[config.mk]
export PLATFORM = sky130hd
export DESIGN_NAME = sdram_pro_read
export DESIGN_NICKNAME = d
export VERILOG_FILES = /design/src/rtl/sdram_pro_read_pkg.sv /design/src/rtl/sdram_pro_read.sv
export SDC_FILE = /design/constraint.sdc
export NUM_CORES = 1
export LEC_CHECK = 0
export BUFFER_PORTS_ARGS = -buffer_cell sky130_fd_sc_hd__buf_4
export CELL_PAD_IN_SITES_DETAIL_PLACEMENT = 1
export CELL_PAD_IN_SITES_GLOBAL_PLACEMENT = 1
export CORE_MARGIN = 2
export CORE_UTILIZATION = 42
export CTS_CLUSTER_SIZE = 14
export DETAILED_ROUTE_END_ITERATION = 6
export PLACE_DENSITY = 0.85
export SYNTH_ARGS = -nofsm -noshare
export SYNTH_HDL_FRONTEND = slang
export SYNTH_SLANG_ARGS = --single-unit
[constraint.sdc]
create_clock -name sys_clk -period 3.5 [get_ports sys_clk]
set_clock_uncertainty 0.15 [all_clocks]
set_input_delay 0.35 -clock sys_clk [delete_from_list [all_inputs] [get_ports sys_clk]]
set_output_delay 0.35 -clock sys_clk [all_outputs]
set_load 0.01 [all_outputs]
[src/rtl/sdram_pro_read_pkg.sv]
// -----------------------------------------------------------------------------
// sdram_pro_read_pkg
// Shared SDRAM command encodings used by both the read and the write paths.
// Commands are {CS_n, RAS_n, CAS_n, WE_n}.
// The package also holds the idle address/bank values driven with NOP, and
// helpers that split the 23-bit linear address into bank, row and column.
// -----------------------------------------------------------------------------
package sdram_pro_read_pkg;

   localparam logic [3:0] NO_OPERATION    = 4'b0111;
   localparam logic [3:0] ACTIVE          = 4'b0011;
   localparam logic [3:0] READ            = 4'b0101;
   localparam logic [3:0] BURST_TERMINATE = 4'b0110;
   localparam logic [3:0] PRECHARGE       = 4'b0010;

   localparam logic [11:0] ADDR_IDLE = 12'hfff;
   localparam logic [1:0]  BANK_IDLE = 2'b11;

   // Linear address layout: bank[22:21], row[20:9], column[8:0]
   function automatic logic [1:0] bank_of(input logic [22:0] addr);
      return addr[22:21];
   endfunction

   function automatic logic [11:0] row_of(input logic [22:0] addr);
      return addr[20:9];
   endfunction

   function automatic logic [11:0] col_of(input logic [22:0] addr);
      return {3'b000, addr[8:0]};
   endfunction

endpackage

[src/rtl/sdram_pro_read.sv]
// -----------------------------------------------------------------------------
// sdram_pro_read
// SDRAM read-burst controller. When the arbiter requests a read after
// initialization, it issues ACTIVE, then READ. It ends the burst with
// BURST_TERMINATE after N words, then issues PRECHARGE, and finally pulses
// rd_end. Every SDRAM-side output is registered from the current state, so the
// bus lags the FSM by one cycle.
//
// Ports
//   sys_clk, sys_rst_n      clock (rising edge), async active-low reset
//   init_end                SDRAM initialization complete
//   rd_en                   read request from arbiter
//   rd_addr[22:0]           bank[22:21], row[20:9], column[8:0]
//   rd_burst_len[7:0]       words to read (0 is treated as 1)
//   rd_sdram_data[15:0]     SDRAM DQ input
//   rd_sdram_cmd[3:0]       registered command
//   rd_sdram_addr[11:0]     registered address
//   rd_sdram_bank[1:0]      registered bank
//   rd_data[15:0]           registered DQ word, to FIFO
//   rd_ack                  rd_data valid / FIFO write enable
//   rd_end                  one-cycle read-complete pulse
// -----------------------------------------------------------------------------
module sdram_pro_read
   import sdram_pro_read_pkg::*;
#(
   parameter int CNT_TRCD = 2,
   parameter int CNT_TRP  = 2,
   parameter int CAS_LAT  = 3
) (
   input  logic        sys_clk,
   input  logic        sys_rst_n,
   input  logic        init_end,
   input  logic        rd_en,
   input  logic [22:0] rd_addr,
   input  logic [7:0]  rd_burst_len,
   input  logic [15:0] rd_sdram_data,
   output logic [3:0]  rd_sdram_cmd,
   output logic [11:0] rd_sdram_addr,
   output logic [1:0]  rd_sdram_bank,
   output logic [15:0] rd_data,
   output logic        rd_ack,
   output logic        rd_end
);

   typedef enum logic [3:0] {
      RD_IDLE, RD_ACTIVE, RD_TRCD, RD_READ, RD_DATA,
      RD_CL_WAIT, RD_PRECHARGE, RD_TRP, RD_END
   } rd_state_t;

   localparam logic [7:0] TRCD_LAST = 8'(CNT_TRCD - 1);
   localparam logic [7:0] TRP_LAST  = 8'(CNT_TRP - 1);
   localparam logic [7:0] CL_LAST   = 8'(CAS_LAT - 1);

   rd_state_t        state_q, state_d;
   logic [7:0]       cnt_q, cnt_d;
   logic [7:0]       len_q, len_d;
   logic [22:0]      addr_q, addr_d;
   logic [CAS_LAT:0] ack_pipe_q, ack_pipe_d;
   logic [3:0]       cmd_q, cmd_d;
   logic [11:0]      sd_addr_q, sd_addr_d;
   logic [1:0]       bank_q, bank_d;
   logic [15:0]      data_q, data_d;
   logic             end_q, end_d;
   logic             last_word;

   assign last_word = (cnt_q == len_q - 8'd1);

   // Next-state logic: one shared counter times every wait and the burst
   always_comb begin
      state_d = state_q;
      cnt_d   = cnt_q;
      len_d   = len_q;
      addr_d  = addr_q;
      case (state_q)
         RD_IDLE: begin
            if (init_end && rd_en) begin
               state_d = RD_ACTIVE;
               addr_d  = rd_addr;
               len_d   = (rd_burst_len == 8'd0) ? 8'd1 : rd_burst_len;
               cnt_d   = 8'd0;
            end
         end
         RD_ACTIVE: begin
            state_d = RD_TRCD;
            cnt_d   = 8'd0;
         end
         RD_TRCD: begin
            if (cnt_q == TRCD_LAST) begin
               state_d = RD_READ;
               cnt_d   = 8'd0;
            end else begin
               cnt_d = cnt_q + 8'd1;
            end
         end
         RD_READ: begin
            state_d = RD_DATA;
            cnt_d   = 8'd0;
         end
         RD_DATA: begin
            if (last_word) begin
               state_d = RD_CL_WAIT;
               cnt_d   = 8'd0;
            end else begin
               cnt_d = cnt_q + 8'd1;
            end
         end
         RD_CL_WAIT: begin
            if (cnt_q == CL_LAST) begin
               state_d = RD_PRECHARGE;
               cnt_d   = 8'd0;
            end else begin
               cnt_d = cnt_q + 8'd1;
            end
         end
         RD_PRECHARGE: begin
            state_d = RD_TRP;
            cnt_d   = 8'd0;
         end
         RD_TRP: begin
            if (cnt_q == TRP_LAST) begin
               state_d = RD_END;
               cnt_d   = 8'd0;
            end else begin
               cnt_d = cnt_q + 8'd1;
            end
         end
         RD_END: begin
            state_d = RD_IDLE;
         end
         default: begin
            state_d = RD_IDLE;
            cnt_d   = 8'd0;
         end
      endcase
   end

   // Command/output decode from the current state; registered below
   always_comb begin
      cmd_d     = NO_OPERATION;
      sd_addr_d = ADDR_IDLE;
      bank_d    = BANK_IDLE;
      case (state_q)
         RD_ACTIVE: begin
            cmd_d     = ACTIVE;
            sd_addr_d = row_of(addr_q);
            bank_d    = bank_of(addr_q);
         end
         RD_READ: begin
            cmd_d     = READ;
            sd_addr_d = col_of(addr_q);
            bank_d    = bank_of(addr_q);
         end
         RD_DATA: begin
            if (last_word) cmd_d = BURST_TERMINATE;
         end
         RD_PRECHARGE: begin
            cmd_d  = PRECHARGE;
            bank_d = bank_of(addr_q);
         end
         default: ;
      endcase
      // The RD_DATA window, delayed by CAS_LAT+1, marks the cycles in which
      // the registered DQ word holds burst data.
      ack_pipe_d = {ack_pipe_q[CAS_LAT-1:0], state_q == RD_DATA};
      data_d     = rd_sdram_data;
      end_d      = (state_q == RD_END);
   end

   always_ff @(posedge sys_clk or negedge sys_rst_n) begin
      if (!sys_rst_n) begin
         state_q    <= RD_IDLE;
         cnt_q      <= 8'd0;
         len_q      <= 8'd1;
         addr_q     <= 23'd0;
         ack_pipe_q <= '0;
         cmd_q      <= NO_OPERATION;
         sd_addr_q  <= ADDR_IDLE;
         bank_q     <= BANK_IDLE;
         data_q     <= 16'd0;
         end_q      <= 1'b0;
      end else begin
         state_q    <= state_d;
         cnt_q      <= cnt_d;
         len_q      <= len_d;
         addr_q     <= addr_d;
         ack_pipe_q <= ack_pipe_d;
         cmd_q      <= cmd_d;
         sd_addr_q  <= sd_addr_d;
         bank_q     <= bank_d;
         data_q     <= data_d;
         end_q      <= end_d;
      end
   end

   assign rd_sdram_cmd  = cmd_q;
   assign rd_sdram_addr = sd_addr_q;
   assign rd_sdram_bank = bank_q;
   assign rd_data       = data_q;
   assign rd_ack        = ack_pipe_q[CAS_LAT];
   assign rd_end        = end_q;

endmodule

Word-level counts from Yosys, hierarchy flattened --
Index checks and enable logic that the tools add are counted.
Word-level totals: flip-flop bits (word level) 82, input bits 51, word-level logic and storage cells 53
Cells by class: add/subtract/negate cells 2, equal/unequal tests 16, mux-type cells 16, bitwise gates (word level) 1, reduce and logical (&&, ||, !) cells 8
Operator list (count):
- two-way mux 8 bit | 5
- one-hot mux 8 bit (5 select lines) | 1
- one-hot mux 4 bit (8 select lines) | 1
- one-hot mux 12 bit (2 select lines) | 1
- two-way mux 4 bit | 5
- == test 4 x 3 -> 1 bit (second input constant) | 4
- one-hot mux 3 bit (4 select lines) | 1
- adder 8 x 1 -> 8 bit (second input constant) | 1
- == test 4 x 2 -> 1 bit (second input constant) | 2
- == test 8 x 1 -> 1 bit (second input constant) | 1
- == test 8 x 2 -> 1 bit (second input constant) | 1
- == test 8 bit | 1
- zero test 8 bit | 1
- != test 2 bit (second input constant) | 4
- subtractor 8 x 1 -> 8 bit (second input constant) | 1
- AND reduction 5 bit | 1
- == test 4 x 1 -> 1 bit (second input constant) | 1
- == test 4 bit (second input constant) | 1
- zero test 4 bit | 1
- AND reduction 2 bit | 2
- OR reduction 3 bit | 1
- two-way mux 2 bit | 1
- != test 2 x 1 -> 1 bit (second input constant) | 1
- OR reduction 2 bit | 1
- other kinds (3) | 3

Logic depth before layout (Yosys ltp) --
Gate-level depths: netlist of the first run.
depth in word-level cells 4, depth in mapped cells 8

Worst setup path before layout of the first run --
Ideal clock, no wire load.
kind register -> register, start point register len_q[0], end point register cnt_q[2], library setup time 0.126 ns, data arrival time 2.165 ns, data required time 3.224 ns, path slack 1.059 ns, stages on the path, launching flop included 9, buffers on the path 0, period minus slack after synthesis 2.441 ns, path through dfstp_2 -> inv_1 -> ha_1 -> xor2_1 -> o211a_1 -> o211ai_2 -> nor4b_4 -> nor2_2 -> a221o_1
On the way: cells in the longest elaborated chain, start to end 4
Ends and longest elaborated chain:
- start: declaration | RTL line sdram_pro_read.sv:56 | logic [7:0] len_q, len_d;
- start signal: assignment | RTL line sdram_pro_read.sv:184 | len_q <= len_d;
- subtractor 8 x 1 -> 8 bit | RTL line sdram_pro_read.sv:66 | assign last_word = (cnt_q == len_q - 8'd1);
- == test 8 bit | RTL line sdram_pro_read.sv:66
- two-way mux 8 bit | RTL line sdram_pro_read.sv:100 | if (last_word) begin
- one-hot mux 8 bit (5 select lines) | RTL line sdram_pro_read.sv:74 | case (state_q)
- end signal: assignment | RTL line sdram_pro_read.sv:183 | cnt_q <= cnt_d;
- end: declaration | RTL line sdram_pro_read.sv:55 | logic [7:0] cnt_q, cnt_d;
Every way passes these cells. A chain may end at the register's enable or synchronous reset.

Worst setup path in the final report of the first run --
Same ends and word-level chain as after synthesis.

==> results of run 1 <==
-- where the power goes --
part / internal [mW] / total [mW] / leakage (nW) / switching [mW]
clock: 0.411 / 0.797 / 0.116 / 0.387
sequential: 1.31 / 1.57 / 0.972 / 0.266
combinational: 0.625 / 1.30 / 1.06 / 0.672
total: 2.34 / 3.67 / 2.15 / 1.32
-- per-layer routing --
layer | track usage [%] | vias to the layer above | wire, um
li1 | - | 1135 | -
met1 | 25.6 | 1264 | 3540
met2 | 39.6 | 74 | 4990
met3 | 4.33 | 22 | 422
met4 | 8.09 | 0 | 182
met5 | 0 | - | 0
-- registers in the layout (all words and copies together) (netlist names) --
| register | flops |
|---|---|
| ack_pipe_q | 4 |
| addr_q | 23 |
| rd_sdram_addr | 12 |
| len_q | 8 |
| rd_sdram_cmd | 3 |
| rd_sdram_bank | 2 |
| cnt_q | 8 |
| rd_end | 1 |
| state_q | 4 |
| rd_data | 16 |
-- cell families (layout without fill, tap and decap cells) --
kind of cell,after synthesis,after routing,synth area share (%)
other,1,1,0.109
buffers and inverters,19,127,2.23
AOI/OAI and AO/OA,32,32,7.16
DFF,81,81,59.8
xor gates and xnor gates,14,14,3.98
adders and majority gates,4,4,1.46
and+or+nand+nor,76,76,12.4
muxes,40,40,12.8
-- cell usage in the layout (no fill, tap or decap), types with 9 or more instances in the layout --
cell and count:
nor3_1 10, dfrtp_1 63, nor2_1 11, clkbuf_8 9, dlygate4sd3_1 16, dfstp_2 18
nand2_1 17, buf_4 87, xor2_1 10, mux2_2 31, mux2i_1 9
-- final timing paths --
| kind | slack (ps) | endpoint | start |
|---|---|---|---|
| setup reg to reg | 800 | cnt_q[2] | len_q[0] |
| min in group sys_clk | 60 | addr_q[5] | rd_addr[5] |
| max in group asynchronous | 2550 | addr_q[0] | sys_rst_n |
| hold reg to reg | 200 | ack_pipe_q[1] | ack_pipe_q[0] |
| hold / removal | -20 | cnt_q[5] | sys_rst_n |
| setup / recovery | 800 | cnt_q[2] | len_q[0] |
-- timing repair --
item | in CTS | in global routing
hold buffers | 16 | 0
gates resized for setup | 0 | 0
endpoints found under the hold margin | 16 | 0
-- final cells by class --
class | instances | share of cell area [%]
inverter | 8 | 0.660
timing repair buffer | 103 | 17.9
sequential | 81 | 45.1
tap | 102 | 2.81
multi-input combinational | 167 | 28.6
clock inverter | 7 | 2.26
clock buffer | 9 | 2.72
-- per-stage QoR --
step | instances | area (sq um) | total power, mW | setup slack [ps] | hold slack, ps
finish | 477 | 4550 | 3.67 | 797 | -19.0
global route | 477 | 4550 | 3.89 | 603 | 45.1
CTS | 477 | 4550 | 3.66 | 806 | 41.7
detailed placement | 445 | 4160 | 2.84 | 803 | 186
global placement | 445 | 4160 | 2.75 | 912 | 183
floorplan | 267 | 3430 | 2.38 | 1060 | -95.6
==> flow_summary_export.csv, run 1 <==
group,metric,value,unit
run_status,status,"finished, violations left",
run_status,violations,"negative hold slack",
placement,io_buffers,85,
synth,synth_top_area_share,46.0,%
setup_path,worst_setup_path_start_kind,"register",
sta,fmax,370,MHz
final_layout,area_delta_synth_final,32.7,%
clocking,post_cts_buffers,0,
sta,rsz0062_at_grt,"false",
global_route,grt_max_degree,82,
final_layout,ff_latch_area,2050,sq um
global_route,grt_pass1_wl,14400,um
sta,period_minus_slack,2700,ps
synth,synth_area_leader_cell,"dfrtp_1",
setup_path,setup.worst_path.end_class,"register",
die,ios,87,
synth,syn_inst,267,
clocking,clk_pin_slew,80,ps
route,ant_nets,0,
synth,ys_async_sr_fraction,100,%
clocking,clockBufferDepth,2,
sta,tightest_slew,1000,ps
die,floorplan.rows,32,
route,firstDrtPassIters,4,
setup_path,cp_cell_sequence,"inv_1 > ha_1 > xor2_1 > o211a_1 > o211ai_2 > nor4b_4 > nor2_2 > a221o_1",
die,initial_core_util,43.9,%
sta,slew_headroom,33.4,%
global_route,gr-usage-all-layers,21.8,%
power_and_ir_drop,p_per_area,806,nW/um^2
route,drt_iter0_drc,114,
synth,synth_nets,322,
final_layout,final_util,58.2,%
die,die_area,8900,sq um
route,wl,9130,um
setup_path,cp_slowest_stage_delay,570,ps
setup_path,crit_slowest_cell,"dfstp_2",
global_route,antenna_found_initial,0,
flow_run,drv_cap,0,
synth,synthFlopType,"dfrtp_1",
setup_path,path_max_fanout,9,
placement,dp_hpwl,5690,um
sta,final.setup.tns,0,ps
sta,drv_slew,0,
sta,finalSetupViolCount,0,
synth,synth_cell_types,49,
power_and_ir_drop,p_leak,2.15,nW
die,coreArea,7810,sq um
clocking,htreeDepth,3,
die,die_h,94.3,um
route,drc_errors,0,
global_route,grt_pass1_vias,2675,
clocking,cts_sinks,81,
placement,gp_congestion,0.779,
synth,yosys-top-cells-count,"dfrtp_1 (63), mux2_2 (31), dfstp_2 (18)",
final_layout,n_fill_cell,794,
synth,synth_seq_area_share,59.8,%
synth,synth.top_cells.by_area,"dfrtp_1 (46%), dfstp_2 (14%), mux2_2 (10%)",
setup_path,crit_buf_inv,1,
setup_path,path_depth,8,
synth,yosys_warnings,0,
global_route,gr-total-overflow,0,
sta,hold_viol,11,
clocking,insertion_delay,370,ps
power_and_ir_drop,ir_drop,0.000342,V
clocking,root_buffer,"clkbuf_8",
setup_path,required,3590,ps
synth,syn_area_per_cell,12.8,sq um
setup_path,reg2regPathDepth,8,
route,drt-vias-per-instance,5.23,
setup_path,worstSetupPathType,"reg2reg",
synth,synth.cell_area,3430,sq um
final_layout,multi_input_area,1300,sq um
synth,yosysMostFrequentCell,"dfrtp_1",
final_layout,drive_gt1_share,43.2,%
route,routed-via-count,2495,
final_layout,num_antenna_cells,0,
setup_path,worstPathArrival,2800,ps
final_layout,nets,425,
synth,synth-edff-count,0,
die,die-width,94.3,um
clocking,cts_inserted_buffers,9,
sta,holdWs,-19.0,ps
sta,fin_crit_sh,77.2,%
clocking,cts_tree,"built",
hold_path,worstHoldPathType,"in2async",
route,wl_per_cell,19.1,um
setup_path,cpLargestDelayFamily,"simple AND/OR/NAND/NOR gates",
synth,ys_ff_latch,81,
(Power assumes the default switching activity.)
==> inputs of run 2 (changes only) <==
--- a/config.mk
+++ b/config.mk
@@ -9,10 +9,10 @@
 export CELL_PAD_IN_SITES_DETAIL_PLACEMENT = 1
 export CELL_PAD_IN_SITES_GLOBAL_PLACEMENT = 1
 export CORE_MARGIN = 2
-export CORE_UTILIZATION = 42
+export CORE_UTILIZATION = 38
 export CTS_CLUSTER_SIZE = 14
 export DETAILED_ROUTE_END_ITERATION = 6
-export PLACE_DENSITY = 0.85
+export PLACE_DENSITY = 0.81
 export SYNTH_ARGS = -nofsm -noshare
 export SYNTH_HDL_FRONTEND = slang
 export SYNTH_SLANG_ARGS = --single-unit
==> constraint.sdc (replaced) <==
create_clock -name sys_clk -period 2.4 [get_ports sys_clk]
set_clock_uncertainty 0.15 [all_clocks]
set_input_delay 0.24 -clock sys_clk [delete_from_list [all_inputs] [get_ports sys_clk]]
set_output_delay 0.24 -clock sys_clk [all_outputs]
set_load 0.01 [all_outputs]
==> run 2 against run 1 <==
Against the previous run:
- highest routed layer unchanged
- combinational power increased by 85%
- routed wire length increased by 23%
- via count grew 13%
- critical path depth down 1
- the flow finishes with violations (negative setup slack)
- first-iteration DRC count is 15% higher
- die area increased by 10%
- critical path type unchanged
- global-route usage grew 2.6 points
- total power up 60%
- flip-flop and latch count stayed put
- design area is 12% higher
- sequential share of layout area down 4.8 points
==> flow_summary_export.csv, run 2 (same netlist as run 1, synthesis figures left out) <==
group,metric,value,unit
setup_path,path_max_fanout,5,
setup_path,worstSetupPathType,"reg2reg",
power_and_ir_drop,p_sw,2.18,mW
final_layout,drive_gt1_share,43.5,%
power_and_ir_drop,power_frac_seq,38.3,%
setup_path,r2r_start,"len_q[2]",
final_layout,top_register,"addr_q",
global_route,gr-usage-all-layers,24.4,%
sta,worst_slack,-28.6,ps
route,drc_errors,0,
clocking,insertion_delay,370,ps
final_layout,mostFrequentLayoutCells,"buf_4 (105), dfrtp_1 (63), dlygate4sd3_1 (47), mux2_2 (31), dfstp_2 (18)",
sta,period_minus_slack,2430,ps
hold_path,worstHoldPathType,"in2reg",
route,ant_nets,0,
run_status,violations,"negative setup slack",
final_layout,num_antenna_cells,0,
sta,hold_viol,0,
global_route,grt_pass1_vias,3318,
sta,final.setup.tns,-50.4,ps
sta,fmax,412,MHz
route,firstDrtPassIters,4,
clocking,htreeDepth,3,
sta,tightest_slew,523,ps
final_layout,final_util,58.4,%
die,ios,87,
sta,finalSetupViolCount,4,
clocking,cts_tree,"built",
sta,drv_slew,0,
final_layout,area_delta_synth_final,48.7,%
die,initial_core_util,39.3,%
power_and_ir_drop,p_leak,2.40,nW
global_route,grt_pass1_wl,18300,um
clocking,clockBufferDepth,2,
clocking,root_buffer,"clkbuf_8",
setup_path,worst_setup_path_start_kind,"register",
die,die_area,9790,sq um
final_layout,layout_commonest_cell,"buf_4",
route,wl_per_cell,20.9,um
die,coreArea,8720,sq um
hold_path,hold_depth,3,
sta,fin_crit_sh,101,%
setup_path,rr_endpoint,"cnt_q[2]",
setup_path,required,2550,ps
route,routed-via-count,2822,
placement,io_buffers,85,
final_layout,largest_reg_flops,23,
route,wl,11200,um
sta,slew_headroom,65.1,%
hold_path,min_to,"len_q[0]",
route,drt_iter0_drc,131,
power_and_ir_drop,p_comb_share,41.0,%
power_and_ir_drop,p_per_area,1150,nW/um^2
power_and_ir_drop,p_int,3.69,mW
die,floorplan.rows,34,
setup_path,setup.worst_path.end_class,"register",
global_route,antenna_found_initial,0,
power_and_ir_drop,ir_drop,0.000549,V
die,die_h,99.0,um
final_layout,multi_input_area,1330,sq um
setup_path,rrSetupSlack,-30,ps
final_layout,ff_latch_area,2050,sq um
final_layout,nets,478,
clocking,clk_pin_slew,90,ps
global_route,grt_max_degree,82,
setup_path,worstPathArrival,2580,ps
power_and_ir_drop,switching_share,37.1,%
run_status,status,"finished, violations left",
route,drt-vias-per-instance,5.26,
global_route,gr-total-overflow,0,
die,die-width,99.0,um
placement,dp_hpwl,5690,um
clocking,cts_sinks,81,
hold_path,hp-start,"rd_burst_len[0]",
clocking,cts_inserted_buffers,9,
final_layout,n_fill_cell,860,
setup_path,reg2regPathDepth,7,
sta,rsz0062_at_grt,"true",
flow_run,drv_cap,0,
placement,gp_congestion,0.837,
power_and_ir_drop,pwr-share-clk,20.7,%
[run 2: through the flow]
| step | total power, mW | setup slack (ps) | hold slack, ps | std cells | cell area (sq um) |
|---|---|---|---|---|---|
| final | 5.86 | -28.6 | 75.6 | 536 | 5090 |
| after global routing | 6.18 | -166 | 82.2 | 536 | 5090 |
| after CTS | 5.67 | -17.1 | 2.99 | 535 | 5070 |
| after detailed placement | 4.29 | -62.5 | 157 | 467 | 4310 |
| after global placement | 4.15 | 27.0 | 152 | 467 | 4310 |
| after floorplan | 3.47 | 1.65 | -206 | 267 | 3430 |
[run 2: worst max-delay path by stage]
stage,start,to,slack [ps]
3_3_place_gp,len_q[0],cnt_q[2],30
2_1_floorplan,len_q[0],cnt_q[2],2
6_report,len_q[2],cnt_q[2],-30
4_1_cts,len_q[0],cnt_q[2],-20
5_1_grt,len_q[0],cnt_q[2],-170
3_5_place_dp,len_q[0],cnt_q[2],-60
[run 2: per-layer routing]
metal,GRT usage [%],part of all wire [%],vias up
li1,-,-,1247
met1,27.7,37,1451
met2,44.3,55,93
met3,5.11,4.4,31
met4,10.2,3.2,0
met5,0,0,-
[run 2: worst max-delay path, stage by stage (launching register included)]
cell and delay (ps):
dfrtp_1 430, nor4_2 390, and3b_1 260, xnor3_1 260
nor4b_4 160, buf_6 140, nor4b_1 400, a221o_1 180
[run 2: power groups by stage]
stage	registers, mW	logic [mW]	clock network (mW)
2_1_floorplan	2.22	1.25	0
3_3_place_gp	2.18	1.97	0
3_5_place_dp	2.22	2.07	0
4_1_cts	2.20	2.27	1.20
5_1_grt	2.30	2.60	1.28
6_report	2.25	2.41	1.21
[run 2: area by class of cell]
class / instances / area share (%)
Clock buffer: 10 / 2.70
Timing Repair Buffer: 156 / 25.8
Clock inverter: 6 / 1.92
Sequential cell: 81 / 40.2
Multi-Input combinational cell: 167 / 26.1
Inverter: 8 / 0.590
Tap cell: 108 / 2.65
[run 2: repair_timing]
item,CTS,global route
hold buffers,46,1
hold endpoints to repair,108,1
setup buffers,5,0
pin swaps,5,2
gates cloned,1,0
endpoints found under the setup margin,5,9
resized for setup,4,1
==> inputs of run 3 (changes only) <==
--- a/config.mk
+++ b/config.mk
@@ -12,7 +12,7 @@
 export CORE_UTILIZATION = 38
 export CTS_CLUSTER_SIZE = 14
 export DETAILED_ROUTE_END_ITERATION = 6
-export PLACE_DENSITY = 0.81
+export PLACE_DENSITY = 0.72
 export SYNTH_ARGS = -nofsm -noshare
 export SYNTH_HDL_FRONTEND = slang
 export SYNTH_SLANG_ARGS = --single-unit
==> run 3 against run 2 <==
Against the previous run:
- the run now ends clean
- total power is 4.3% lower
- via count is 4.7% lower
- critical path depth is 2 higher
- fmax is 3.3% higher
- non-clock buffer count is 1 lower
- worst setup slack better by 77 ps
- critical path type unchanged
- largest cell class unchanged
==> flow_summary_export.csv, run 3 (same netlist as run 1, synthesis figures left out) <==
group,metric,value,unit
clocking,clockBufferDepth,2,
sta,period_minus_slack,2350,ps
final_layout,nets,477,
clocking,htreeDepth,3,
sta,finalSetupViolCount,0,
global_route,gr-usage-all-layers,21.2,%
setup_path,crit_buf_inv,2,
setup_path,cp_slowest_stage_delay,550,ps
final_layout,drive_gt1_share,43.3,%
die,die_h,99.0,um
sta,slew_headroom,66.4,%
die,initial_core_util,39.3,%
setup_path,worstPathArrival,2460,ps
route,firstDrtPassIters,4,
power_and_ir_drop,p_comb_share,41.2,%
setup_path,crit_slowest_cell,"dfstp_2",
global_route,gr-total-overflow,0,
setup_path,path_depth,9,
final_layout,top_register,"addr_q",
die,coreArea,8720,sq um
setup_path,crit_start,"len_q[0]",
clocking,cts_inserted_buffers,9,
flow_run,drv_cap,0,
final_layout,layout_commonest_cell,"buf_4",
die,ios,87,
setup_path,worst_setup_path_start_kind,"register",
hold_path,hold_depth,3,
clocking,clk_pin_slew,90,ps
setup_path,required,2510,ps
route,wl,9810,um
final_layout,num_antenna_cells,0,
clocking,cts_sinks,81,
setup_path,cp_cell_sequence,"inv_2 > ha_4 > xor2_1 > o211a_1 > o211ai_2 > nor4b_4 > buf_6 > nor2_4 > a221o_1",
setup_path,rrSetupSlack,50,ps
setup_path,path_max_fanout,8,
route,drt_iter0_drc,72,
clocking,cts_tree,"built",
sta,fmax,425,MHz
route,routed-via-count,2690,
global_route,grt_pass1_vias,3026,
sta,fin_crit_sh,98.0,%
die,die_area,9790,sq um
setup_path,rr_endpoint,"cnt_q[2]",
final_layout,area_delta_synth_final,47.8,%
setup_path,r2r_start,"len_q[0]",
die,floorplan.rows,34,
setup_path,endpoint,"cnt_q[2]",
route,ant_nets,0,
route,drt-vias-per-instance,5.03,
power_and_ir_drop,ir_drop,0.000549,V
power_and_ir_drop,total_power,5.61,mW
die,die-width,99.0,um
global_route,grt_max_degree,46,
sta,hold_viol,0,
setup_path,setup.worst_path.end_class,"register",
sta,rsz0062_at_grt,"true",
placement,io_buffers,85,
run_status,status,"finished clean",
global_route,antenna_found_initial,0,
sta,drv_slew,0,
route,wl_per_cell,18.3,um
setup_path,worstSetupPathType,"reg2reg",
hold_path,worstHoldPathType,"in2reg",
power_and_ir_drop,power_frac_seq,39.3,%
power_and_ir_drop,p_int,3.54,mW
power_and_ir_drop,p_per_area,1110,nW/um^2
global_route,grt_pass1_wl,15800,um
clocking,root_buffer,"clkbuf_8",
power_and_ir_drop,switching_share,37.0,%
clocking,insertion_delay,380,ps
sta,holdWs,115,ps
power_and_ir_drop,p_sw,2.07,mW
final_layout,largest_reg_flops,23,
final_layout,n_fill_cell,899,
setup_path,reg2regPathDepth,9,
placement,gp_congestion,0.816,
placement,dp_hpwl,5840,um
sta,tightest_slew,504,ps
power_and_ir_drop,pwr-share-clk,19.5,%
final_layout,mostFrequentLayoutCells,"buf_4 (104), dfrtp_1 (63), dlygate4sd3_1 (48), mux2_2 (31), dfstp_2 (18)",
power_and_ir_drop,p_leak,2.38,nW
setup_path,cpLargestDelayFamily,"compound AO/OA/AOI/OAI gates",
route,drc_errors,0,
-- run 3: changes by cell type in the layout (fill, tap and decap cells not counted), sizes merged --
cell         previous run  this run
inv                    11        13
buf                   109       107
bufinv                  2         1
clkinv                  1         0
clkbuf                 10         9
dlygate4sd3            47        48
clkinvlp                0         1
-- run 3: worst min-delay path by stage --
stage                          from            end  slack, ps
after global placement    sys_rst_n       cnt_q[5]         90
after CTS                  init_end     state_q[0]        130
final                      init_end     state_q[0]        110
after detailed placement  sys_rst_n       cnt_q[5]        100
after floorplan           sys_rst_n  ack_pipe_q[0]       -210
after global routing       init_end     state_q[0]        170
-- run 3: power by group through the flow --
stage | clock [mW] | combinational, mW | sequential [mW]
after floorplan | 0 | 1.25 | 2.22
after global placement | 0 | 2.02 | 2.16
after detailed placement | 0 | 2.11 | 2.20
after CTS | 1.10 | 2.26 | 2.18
after global routing | 1.18 | 2.52 | 2.26
final | 1.09 | 2.31 | 2.20
-- run 3: what timing repair did --
| action | 4_1_cts | 5_1_grt |
|---|---|---|
| pin swaps | 5 | 2 |
| hold endpoints to repair | 78 | 0 |
| buffers inserted | 2 | 1 |
| hold buffers | 48 | 0 |
| setup endpoints to repair | 3 | 9 |
| resized for setup | 4 | 2 |
-- run 3: per-stage QoR --
step	util, %	TNS, ps	worst slack (ps)	instance area [sq um]	cells
after floorplan	-	0	1.65	3430	267
final	58.0	0	48.7	5060	535
after CTS	57.8	-7.54	-7.54	5040	534
after global routing	58.0	-60.3	-47.2	5060	535
after global placement	49.5	0	46.3	4320	468
after detailed placement	49.5	-39.7	-39.7	4320	468
-- run 3: area by class of cell --
class	instances	area, sq um	area share [%]
inverters	8	30.0	0.593
well taps	108	135	2.67
clock inverters	7	83.8	1.66
flip-flops and latches	81	2050	40.5
clock buffers	9	124	2.45
repair buffers	155	1310	25.9
multi-input cells	167	1330	26.2
-- run 3: routing by layer --
metal / up-vias / track usage [%] / part of all wire (%)
met5: - / 0 / 0
li1: 1246 / - / -
met3: 29 / 4.40 / 3.6
met2: 80 / 38.4 / 55
met4: 0 / 10.3 / 3.6
met1: 1335 / 23.5 / 38
-- run 3: worst reg2reg max path: cells and delay by family (launching register included) --
kind                     cells  cell delay (ps)
AO/OA/AOI/OAI                3              610
buffers and inverters        2              220
flip-flops                   1              550
AND/OR/NAND/NOR              2              290
XOR/XNOR                     1              160
adder cells (fa/ha/maj)      1              250
